===== src/rtl/pipe_pkg.sv =====
// rtl/pipe_pkg.sv - shared pipeline widths and the MEM stage state type
package pipe_pkg;
  localparam int DATA_W = 32;
  localparam int REG_W  = 5;

  typedef enum logic {
    IDLE = 1'b0,
    BUSY = 1'b1
  } mem_state_e;
endpackage


===== src/rtl/mem_wb_reg.sv =====
// rtl/mem_wb_reg.sv - MEM/WB result register
// A load captures a valid result; any other cycle leaves a bubble (payload held).
module mem_wb_reg
  import pipe_pkg::*;
#(
  parameter int DATA_W = pipe_pkg::DATA_W,
  parameter int REG_W  = pipe_pkg::REG_W
) (
  input  logic              clk,
  input  logic              rst,
  input  logic              i_load,
  input  logic              i_we,
  input  logic [REG_W-1:0]  i_reg,
  input  logic [DATA_W-1:0] i_data,
  output logic              o_valid,
  output logic              o_we,
  output logic [REG_W-1:0]  o_reg,
  output logic [DATA_W-1:0] o_data
);
  always_ff @(posedge clk) begin
    if (rst) begin
      o_valid <= 1'b0;
      o_we    <= 1'b0;
      o_reg   <= '0;
      o_data  <= '0;
    end else if (i_load) begin
      o_valid <= 1'b1;
      o_we    <= i_we;
      o_reg   <= i_reg;
      o_data  <= i_data;
    end else begin
      o_valid <= 1'b0;
      o_we    <= 1'b0;
    end
  end
endmodule


===== src/rtl/mem_access_stage.sv =====
// rtl/mem_access_stage.sv - MEM pipeline stage: data-memory req/ack access into MEM/WB
// Non-memory ops pass in one cycle; loads/stores stall upstream until ack or timeout.
module mem_access_stage
  import pipe_pkg::*;
#(
  parameter int DATA_W      = pipe_pkg::DATA_W,
  parameter int REG_W       = pipe_pkg::REG_W,
  parameter int TIMEOUT_CYC = 255
) (
  input  logic              clk,
  input  logic              rst,
  input  logic              in_valid,
  input  logic              DataMemWE,
  input  logic              WriteDataSrc,
  input  logic              RegWE,
  input  logic [DATA_W-1:0] ALURes,
  input  logic [DATA_W-1:0] Reg2DataOut,
  input  logic [REG_W-1:0]  RegisterFile,
  output logic              pauseOut,
  output logic              mem_req,
  output logic              mem_we,
  output logic [DATA_W-1:0] mem_addr,
  output logic [DATA_W-1:0] mem_wdata,
  input  logic              mem_ack,
  input  logic [DATA_W-1:0] mem_rdata,
  output logic              wb_valid,
  output logic              wb_we,
  output logic [REG_W-1:0]  wb_reg,
  output logic [DATA_W-1:0] wb_data,
  output logic              err_misalign,
  output logic              err_timeout
);
  localparam int CNT_W = $clog2(TIMEOUT_CYC + 1);
  localparam logic [CNT_W-1:0] CNT_LAST = CNT_W'(TIMEOUT_CYC - 1);

  mem_state_e        r_state, w_next_state;
  logic [CNT_W-1:0]  r_cnt;
  logic              r_is_load, r_regwe;
  logic [REG_W-1:0]  r_reg;

  logic              w_memop, w_aligned, w_tmo_hit;
  logic              w_accept, w_done, w_err_mis, w_err_tmo;
  logic              w_wb_load, w_wb_we;
  logic [DATA_W-1:0] w_wb_data;
  logic [REG_W-1:0]  w_wb_reg;

  assign w_memop   = in_valid & (DataMemWE | WriteDataSrc);
  assign w_aligned = (ALURes[1:0] == 2'b00);
  // Ack takes priority: the limit only fires on a cycle without ack.
  assign w_tmo_hit = (r_state == BUSY) & ~mem_ack & (r_cnt == CNT_LAST);

  always_ff @(posedge clk) begin
    if (rst) r_state <= IDLE;
    else     r_state <= w_next_state;
  end

  always_comb begin
    w_next_state = r_state;
    w_accept     = 1'b0;
    w_done       = 1'b0;
    w_err_mis    = 1'b0;
    w_err_tmo    = 1'b0;
    w_wb_load    = 1'b0;
    w_wb_we      = 1'b0;
    w_wb_data    = ALURes;
    w_wb_reg     = RegisterFile;
    pauseOut     = 1'b0;
    case (r_state)
      IDLE: begin
        if (in_valid && !w_memop) begin
          w_wb_load = 1'b1;
          w_wb_we   = RegWE;
        end else if (w_memop && !w_aligned) begin
          w_err_mis = 1'b1;
        end else if (w_memop) begin
          w_accept     = 1'b1;
          pauseOut     = 1'b1;
          w_next_state = BUSY;
        end
      end
      BUSY: begin
        w_wb_reg = r_reg;
        if (mem_ack) begin
          w_done       = 1'b1;
          w_wb_load    = 1'b1;
          w_wb_we      = r_is_load & r_regwe;
          w_wb_data    = r_is_load ? mem_rdata : '0;
          w_next_state = IDLE;
        end else if (w_tmo_hit) begin
          w_done       = 1'b1;
          w_err_tmo    = 1'b1;
          w_next_state = IDLE;
        end else begin
          pauseOut = 1'b1;
        end
      end
      default: w_next_state = IDLE;
    endcase
  end

  always_ff @(posedge clk) begin
    if (rst) begin
      mem_req      <= 1'b0;
      mem_we       <= 1'b0;
      mem_addr     <= '0;
      mem_wdata    <= '0;
      r_cnt        <= '0;
      r_is_load    <= 1'b0;
      r_regwe      <= 1'b0;
      r_reg        <= '0;
      err_misalign <= 1'b0;
      err_timeout  <= 1'b0;
    end else begin
      err_misalign <= w_err_mis;
      err_timeout  <= w_err_tmo;
      if (w_accept) begin
        mem_req   <= 1'b1;
        mem_we    <= DataMemWE;
        mem_addr  <= {ALURes[DATA_W-1:2], 2'b00};
        mem_wdata <= Reg2DataOut;
        r_is_load <= ~DataMemWE;
        r_regwe   <= RegWE;
        r_reg     <= RegisterFile;
        r_cnt     <= '0;
      end else if (w_done) begin
        mem_req <= 1'b0;
      end else if (r_state == BUSY) begin
        r_cnt <= r_cnt + 1'b1;
      end
    end
  end

  mem_wb_reg #(
    .DATA_W (DATA_W),
    .REG_W  (REG_W)
  ) u_mem_wb_reg (
    .clk     (clk),
    .rst     (rst),
    .i_load  (w_wb_load),
    .i_we    (w_wb_we),
    .i_reg   (w_wb_reg),
    .i_data  (w_wb_data),
    .o_valid (wb_valid),
    .o_we    (wb_we),
    .o_reg   (wb_reg),
    .o_data  (wb_data)
  );
endmodule


===== config.mk =====
export PLATFORM = sky130hd
export DESIGN_NAME = mem_access_stage
export DESIGN_NICKNAME = d
export VERILOG_FILES = /design/src/rtl/pipe_pkg.sv /design/src/rtl/mem_wb_reg.sv /design/src/rtl/mem_access_stage.sv
export SDC_FILE = /design/constraint.sdc
export NUM_CORES = 1
export LEC_CHECK = 0
export BUFFER_PORTS_ARGS = -buffer_cell sky130_fd_sc_hd__buf_2
export CAP_MARGIN = 0
export CORE_MARGIN = 10
export CORE_UTILIZATION = 50
export DETAILED_ROUTE_END_ITERATION = 10
export MAX_ROUTING_LAYER = met4
export PLACE_DENSITY_LB_ADDON = 0.08
export SLEW_MARGIN = 5
export SYNTH_ARGS = -nofsm -noshare
export SYNTH_HDL_FRONTEND = slang
export SYNTH_HIERARCHICAL = 1
export SYNTH_SLANG_ARGS = --single-unit

===== constraint.sdc =====
create_clock -name clk -period 4.6 [get_ports clk]
set_input_delay 0 -clock clk [delete_from_list [all_inputs] [get_ports clk]]
set_output_delay 0 -clock clk [all_outputs]
set_load 0.01 [all_outputs]

==> impl_results.md <==
- Top-count cell post-synth: dfxtp_1
- Effective utilization at floorplan: 51.2%
- H-tree depth: 4
- Fmax: slightly below 400 MHz
- CP Buf/Inv Count: 1
- Clk sinks: 121
- YS warnings: 6
- Clock Pin Slew Worst Setup and Hold Paths: 0.05 ns
- Max Slew Vio Count: 0
- VDD IR max: 0.239 mV
- Placed cell count: 939
- RSZ-0062 raised after global routing: no
- Number of setup violations in the final report: 0
- Std-Cell Rows: 39
- Slowest stage delay, CP: 1.09 ns
- Routed WL: 20.3 mm
- Worst skew pair latency: 0.41 ns
- Die height: approximately 130 um
- Post-DRT Antenna Nets: 0
- Top Family by Delay on Critical Path: simple AND/OR/NAND/NOR gates
- Slowest-stage cell, CP: nor2b_4
- Port bufs: 213
- Share of cells above drive strength 1: 33.4%
- Layout net count: just under 1k
- Final Non-Filler Cells: ~1.0k
- MaxCap Viol Count: 0
- Hold path depth: 5
- CP Launch Type: flip-flop
- Library cells used by synthesis: 45
- Post-detail-place hpwl: roughly 13 mm
- Global-route wire length before repair: 32.5 mm
- Core ar.: 11400 um2
- GPL Wtd Cong: ~0.86
- Hold Vio Cnt, Final: 0
- DRT iter0 DRCs: 522
- Worst r2r path cells: 4
- DIE AREA: 16400 um2
- Lkg Pwr: 0.00337 uW
- Post-synth EDFFs: 0
- Crit path cell chain: nor2b_4 > nand3_1 > nand2_1 > buf_2
- Worst-Margin Slew: approximately 1.3 ns
- Area occupied by registers: 2420 um2
- Post-synthesis cell area: between 5000 and 6000 um2
- Fill cells: ~900
- Yosys top cell area share: about two fifths
- Pre-Repair DR Iteration Count: 5
- WP data required: about 4.6 ns
- Final period utilization: 56.2%
- Clock skew: 0.00880 ns
- Syn_area_per_cell: 8.95 um2
- Post-route DRC: 0
- Area growth syn-to-layout: 37.4%
- CP Max Fanout: 53
- Min-Delay Path Class: in2reg
- TNS Setup: 0 ns
- Via density: around 6
- CTS Buf Count: 17
- Leading cell types by count after synthesis: dfxtp_1 (121), a21oi_1 (73), nand4_1 (69), nand2_1 (68), mux2i_1 (42)
- Post-Syn Instances: 653
- Post-CTS sizing: 0
- Fin crit period: ~2.6 ns
- Register bit total from synthesis: between 100 and 150
- WL per Instance: 19.5 um
- I/O pins: between 200 and 250
- Worst setup margin: 2.02 ns
- Vias: 6071
- CP Depth: 4
- Slew headroom: 11.1%
- PwrDens: 348 nW/um2
- Post-Place Worst Slack: 2.24 ns
- Crit Path Category: reg2out
- Biggest regs: mem_wdata (32), u_mem_wb_reg/o_data (32), mem_addr (30)
- Synth area leaders: dfxtp_1 (41%), nand4_1 (7.4%), mux2i_1 (7.2%), o31ai_2 (6.4%), a21oi_1 (6.3%)
- Footprint of the multi-input gates: 2970 um2
- Vias in the first global route: between 6k and 7k
- Async set or reset register ratio after synthesis: 0%
- Critical path arrival: 2.58 ns
- Synth Flop Type: dfxtp_1
- Grt total ovfl: 0
- CTS tree: done
- Clk buf depth: 2
- Outcome: finished, final reports clean
- Die width: 128 um
- Initial antenna violation count: 2
- GRT Resource Usage Total: approximately a quarter
- Sequential share of the synthesized area: around two fifths
- Largest net degree at the start of global routing: 79
- Clk root buf: clkbuf_16
- Leading area contributor after synthesis: dfxtp_1
- Worst Setup End Kind: output pin
[where the power goes]
| group | switching (uW) | internal, uW | total (uW) |
|---|---|---|---|
| Sequential | 21.1 | 1080 | 1100 |
| Combinational | 216 | 151 | 367 |
| Clock | 457 | 863 | 1320 |
[worst register-to-register path: cells and delay by family (launching register included)]
| kind | cells | cell delay, ns |
|---|---|---|
| and+or+nand+nor | 2 | 1.22 |
| DFF | 1 | 0.48 |
| buffers and inverters | 1 | 0.46 |
| AOI/OAI and AO/OA | 1 | 0.18 |
[through the flow]
| step | hold WS (ns) | utilization [%] | cell area [um2] | total power (uW) |
|---|---|---|---|---|
| floorplan | 0.150 | - | 5850 | 1330 |
| global placement | 0.255 | 58.9 | 6730 | 1430 |
| detailed placement | 0.262 | 58.9 | 6730 | 1440 |
| CTS | 0.00150 | 70.3 | 8020 | 2800 |
| global route | 0.0310 | 70.3 | 8030 | 2880 |
| finish | 0.0182 | 70.3 | 8030 | 2790 |
[routing by layer]
metal / wire length, um / share of wire [%] / GRT usage (%)
met5: 0 / 0 / -
met1: 8550 / 42 / 28.2
met2: 9700 / 48 / 38.5
met3: 1700 / 8.4 / 9.06
met4: 339 / 1.7 / 9.27
[timing repair]
action | 4_1_cts | 5_1_grt
hold endpoints to repair | 103 | 0
hold buffers | 70 | 0
setup buffers | 0 | 0
[path summary, 6_finish.rpt]
path | from | end | slack (ns)
setup reg to reg | r_state | r_reg[1] | 2.16
hold / removal | mem_rdata[18] | u_mem_wb_reg/o_data[18] | 0.02
hold reg to reg | mem_wdata[7] | mem_wdata[7] | 0.46
setup / recovery | r_state | pauseOut | 2.02
[cell usage in the layout (no fill, tap or decap), drive strengths merged, types with 2 or more instances in the layout]
master,count
a21oi,73
a311o,3
and2b,2
buf,223
bufinv,2
clkbuf,24
clkinv,3
clkinvlp,2
conb,2
dfxtp,121
diode,2
dlygate4sd3,70
ha,2
inv,4
mux2,5
mux2i,42
nand2,68
nand2b,2
nand3,5
nand4,69
nor2,40
nor3,2
nor4,2
o211a,2
o21ai,36
o311ai,8
o31ai,69
or2,2
[cell families after synthesis]
logic type	share of synthesized area, %
AO/OA/AOI/OAI	24.4
AND/OR/NAND/NOR	17.0
flip-flops	41.5
buffers and inverters	8.48
multiplexers	8.16
adder cells (fa/ha/maj)	0.428
other	0.0642
[layout make-up]
| type | count | share of cell area [%] |
|---|---|---|
| Clock inverter | 7 | 1.12 |
| Clock buffer | 24 | 6.25 |
| Timing Repair Buffer | 293 | 23.0 |
| Multi-Input combinational cell | 448 | 37.0 |
| Inverter | 4 | 0.187 |
| Sequential cell | 121 | 30.2 |
| Antenna cell | 2 | 0.0623 |
| Tap cell | 143 | 2.23 |
Note: power is estimated with default switching activity, not from simulation.
